--- src/rtl/tt_gpio_cfg_seq.sv ---
// Runtime pad configuration sequencer: serially loaded shadow words, applied to
// the pads atomically through a SAFE -> LOAD -> SETTLE sequence.
module tt_gpio_cfg_seq #(
   parameter int                          N_PADS      = 44,
   parameter int                          CFG_W       = 16,
   parameter logic [N_PADS*CFG_W-1:0]     DEFAULT_CFG = {N_PADS{16'h0001}},
   parameter logic [CFG_W-1:0]            SAFE_CFG    = 16'b0_00_00_1_0_0_0_0_0_0_0_000,
   parameter int                          SETTLE_CYC  = 4
) (
   input  logic                           clk,
   input  logic                           rst,
   input  logic                           cfg_din,
   input  logic                           cfg_shift,
   output logic                           cfg_dout,
   input  logic                           cfg_apply,
   input  logic                           cfg_lock_req,
   output logic [N_PADS*CFG_W-1:0]        pad_cfg,
   output logic                           busy,
   output logic                           locked
);
   localparam int               TOT_W    = N_PADS * CFG_W;
   localparam int               CNT_W    = (SETTLE_CYC > 1) ? $clog2(SETTLE_CYC + 1) : 1;
   localparam logic [CNT_W-1:0] CNT_INIT = CNT_W'(SETTLE_CYC - 1);

   typedef enum logic [1:0] {ST_IDLE, ST_SAFE, ST_LOAD, ST_SETTLE} state_e;

   state_e             state_q, state_d;
   logic [CNT_W-1:0]   cnt_q, cnt_d;
   logic [TOT_W-1:0]   shadow_q, shadow_d;
   logic [TOT_W-1:0]   snap_q, snap_d;
   logic [TOT_W-1:0]   pad_q, pad_d;
   logic               busy_q, busy_d;
   logic               locked_q, locked_d;

   always_comb begin
      state_d  = state_q;
      cnt_d    = cnt_q;
      snap_d   = snap_q;
      pad_d    = pad_q;
      shadow_d = cfg_shift ? {shadow_q[TOT_W-2:0], cfg_din} : shadow_q;
      locked_d = locked_q | cfg_lock_req;

      case (state_q)
         ST_IDLE: begin
            // Snapshot takes the pre-shift shadow, so a same-cycle shift is not included
            if (cfg_apply && !locked_q) begin
               snap_d  = shadow_q;
               pad_d   = {N_PADS{SAFE_CFG}};
               cnt_d   = CNT_INIT;
               state_d = ST_SAFE;
            end
         end
         ST_SAFE: begin
            if (cnt_q == '0) state_d = ST_LOAD;
            else             cnt_d   = cnt_q - 1'b1;
         end
         ST_LOAD: begin
            pad_d   = snap_q;
            cnt_d   = CNT_INIT;
            state_d = ST_SETTLE;
         end
         ST_SETTLE: begin
            if (cnt_q == '0) state_d = ST_IDLE;
            else             cnt_d   = cnt_q - 1'b1;
         end
      endcase

      busy_d = (state_d != ST_IDLE);
   end

   always_ff @(posedge clk) begin
      if (rst) begin
         state_q  <= ST_IDLE;
         cnt_q    <= '0;
         shadow_q <= DEFAULT_CFG;
         snap_q   <= DEFAULT_CFG;
         pad_q    <= DEFAULT_CFG;
         busy_q   <= 1'b0;
         locked_q <= 1'b0;
      end else begin
         state_q  <= state_d;
         cnt_q    <= cnt_d;
         shadow_q <= shadow_d;
         snap_q   <= snap_d;
         pad_q    <= pad_d;
         busy_q   <= busy_d;
         locked_q <= locked_d;
      end
   end

   assign cfg_dout = shadow_q[TOT_W-1];
   assign pad_cfg  = pad_q;
   assign busy     = busy_q;
   assign locked   = locked_q;

endmodule

--- config.mk ---
export PLATFORM = sky130hd
export DESIGN_NAME = tt_gpio_cfg_seq
export DESIGN_NICKNAME = d
export VERILOG_FILES = /design/src/rtl/tt_gpio_cfg_seq.sv
export SDC_FILE = /design/constraint.sdc
export NUM_CORES = 2
export LEC_CHECK = 0
export CORE_UTILIZATION = 51
export CTS_CLUSTER_SIZE = 28
export DETAILED_ROUTE_END_ITERATION = 10
export PLACE_DENSITY = 0.75
export SETUP_SLACK_MARGIN = 0.3
export SLEW_MARGIN = 10
export SYNTH_ARGS = -nofsm -noshare
export SYNTH_HDL_FRONTEND = slang
export SYNTH_SLANG_ARGS = --single-unit
--- constraint.sdc ---
create_clock -name clk -period 1.7 [get_ports clk]
set_input_delay 0.34 -clock clk [delete_from_list [all_inputs] [get_ports clk]]
set_output_delay 0.34 -clock clk [all_outputs]
set_load 0.1 [all_outputs]
==> impl_metrics.py <==
metrics = {
    "critical_path": {
        "slowest_delay_ns": 0.37,
        "cpMaxStageDelayCell": "dfxtp_4",
        "critPathCaptureType": "flop",
        "critical_path.top_delay_family": "buffers and inverters",
        "critPathKind": "reg2reg",
        "path_buf_inv": 5,
        "cp_cell_sequence": "buf_6 > nor4b_4 > buf_12 > buf_6 > buf_6 > buf_4 > nand2_1 > a21oi_1",
        "path_max_fanout": 7,
        "start_kind": "flop",
        "cp_common_cell": "buf_6",
        "arrival_ns": 2.64,
        "cp.required_ns": 2.43,
    },
    "yosys": {
        "yosys.area.top_type": "dfxtp_1",
        "ys_seq_area_share_pct": 56.90,
        "ys_warn_count": 0,
        "yosys.area.top_type_share_pct": 56.90,
        "synth_area_per_cell_sq_um": 8.791,
        "synthCells": 8481,
        "syn_nets": 8489,
        "synth_seq_cells": 2119,
        "yosysUniqueCellTypes": 26,
        "netlist_area_sq_um": 74560,
        "synth.area.top_cells": "dfxtp_1, nand2_1, mux2i_1, a21oi_1, nand3_1",
    },
    "clocking": {
        "cts_tree": "built",
        "htree_levels": 4,
        "cts-root-buf": "clkbuf_16",
        "cts_buffer_depth": 3,
        "clk_latency_ns": 0.82,
        "path_clk_slew_ns": 0.07,
        "cts.sinks": 2119,
        "numCtsBuffers": 196,
    },
    "power_and_ir_drop": {
        "cellPowerDensity_nw_per_um2": 1097,
        "peakVddDrop_mv": 0.9820,
        "total_power_mw": 110.9,
        "power_leakage_nw": 38.07,
    },
    "timing": {
        "timing.fmax_mhz": 523.9,
        "setup_viol": 1637,
        "worstMarginPinSlew_ns": 0.5619,
        "fin_worst_skew_ns": 0.05862,
        "setup_slack_ns": -0.2086,
        "fin_tns_setup_ns": -81.51,
        "timing.final.crit_share_pct": 112.3,
        "drv_slew": 0,
        "rsz0062_at_grt": "true",
        "slew_headroom_pct": 62.54,
        "period_needed_ns": 1.909,
        "hold_violations": 0,
    },
    "die": {
        "core-area_sq_um": 144400,
        "initial_core_util_pct": 51.65,
        "dieWidth_um": 384.4,
        "boundaryPins": 713,
        "rows": 139,
        "die_h_um": 384.4,
        "dieArea_sq_um": 147700,
    },
    "final_layout": {
        "nets": 9102,
        "layout_common_cells": "nand2_1, dfxtp_1, a21oi_1",
        "regArea_sq_um": 43600,
        "final_cell_count_no_fill": 11160,
        "multi_input_area_sq_um": 28800,
        "final_common_cell": "nand2_1",
        "nFillCells": 9645,
        "final_core_util_pct": 70.01,
        "drive_gt1_share_pct": 22.09,
        "syn2layout_area_growth_pct": 35.54,
    },
    "detailed_routing": {
        "ant_nets": 0,
        "drt_wl_total_mm": 215.7,
        "drtIter0Drc": 6114,
        "drc": 0,
        "num_vias": 62690,
        "dr.pass1.iters": 8,
        "vias_per_cell": 5.617,
        "wl_per_cell_um": 19.33,
    },
    "place": {
        "dpl.hpwl_mm": 131.8,
        "gp_congestion": 0.8497,
        "dp_cells": 10670,
        "io_buffers": 712,
    },
    "grt": {
        "grt_pass1_vias": 59210,
        "grtUsageTotal_pct": 26.49,
        "grt_overflow": 0,
        "grt_pass1_wl_mm": 319.0,
        "grt_antenna_before_repair": 3,
        "grt_max_degree": 118,
    },
    "status": {
        "failed_checks": "negative setup slack",
        "outcome": "complete, but fails checks",
    },
    "worst_hold_path": {
        "hold_class": "in2reg",
    },
    "job": {
        "timing.max_cap.violations": 0,
    },
}
kinds of logic (layout without fill, tap and decap cells):
family	count (synthesis)	in the layout	share of synthesized area, %
xor gates and xnor gates	1	1	0.01175
other	0	1	0
adders and majority gates	2	2	0.03356
muxes	704	704	9.451
and+or+nand+nor	3576	3576	19.22
AOI/OAI and AO/OA	1370	1370	9.287
DFF	2119	2119	56.90
buffers and inverters	709	1485	5.097
report_power, final:
part	switching, mW	internal [mW]
Clock	19.1	25.5
Combinational	10.0	4.94
Sequential	0.965	50.3
state kept, by name, indices dropped and copies added (netlist names):
signal	flops
locked	1
snap_q	704
cnt_q	3
shadow_q	704
state_q	2
pad_cfg	704
busy	1
timing repair:
action	4_1_cts	5_1_grt
hold endpoints to repair	16	0
buffers inserted	68	13
pin swaps	0	29
hold buffers	2	0
setup endpoints to repair	2117	2159
resized for setup	726	186
cloned	2	49
through the flow:
step / cell area [sq um] / setup slack [ns] / hold slack (ns)
after global placement: 90760 / -0.5902 / 0.4416
final: 101100 / -0.2086 / 0.1199
after global routing: 101100 / -0.2801 / 0.09351
after floorplan: 74560 / -0.04738 / 0.4332
after CTS: 99160 / -0.1635 / 0.06250
after detailed placement: 90760 / -0.6214 / 0.4465
routing by layer:
metal | vias up | GRT usage (%) | routed length [um]
met4 | 2 | 10.40 | 7805
met5 | - | 0 | 12
li1 | 29330 | - | -
met2 | 2362 | 44.57 | 105900
met3 | 481 | 4.666 | 14610
met1 | 30510 | 33.64 | 87350
Yosys cell counts (all sizes together):
library cell,n
a21o,1
a21oi,1322
a221oi,1
a31oi,43
a32o,1
buf,368
clkbuf,337
dfxtp,2119
ha,2
inv,4
mux2i,704
nand2,2199
nand2b,1
nand3,704
nor2,666
nor2b,3
nor3,1
nor4b,1
o21ai,1
o31ai,1
or4b,1
xor2,1
worst min-delay path: stages:
cell             delay [ns]
clkdlybuf4s50_1        0.41
nor2_1                 0.10
nor2_1                 0.04
area by class of cell:
type | count | area share [%]
Tap cell | 1903 | 2.356
Antenna cell | 1 | 0.002476
Clock buffer | 295 | 5.739
Timing Repair Buffer | 1120 | 19.44
Sequential cell | 2119 | 43.14
Multi-Input combinational cell | 5653 | 28.50
Clock inverter | 66 | 0.8035
Inverter | 4 | 0.01733
final timing paths:
check | from | to | slack, ns | cells after the start
max | locked | snap_q[203] | -0.21 | 8
min | cfg_lock_req | locked | 0.12 | 3
min reg2reg | snap_q[551] | pad_cfg[551] | 0.42 | 2
max reg2reg | locked | snap_q[203] | -0.21 | 8
Power figures use the tool's default switching activity.
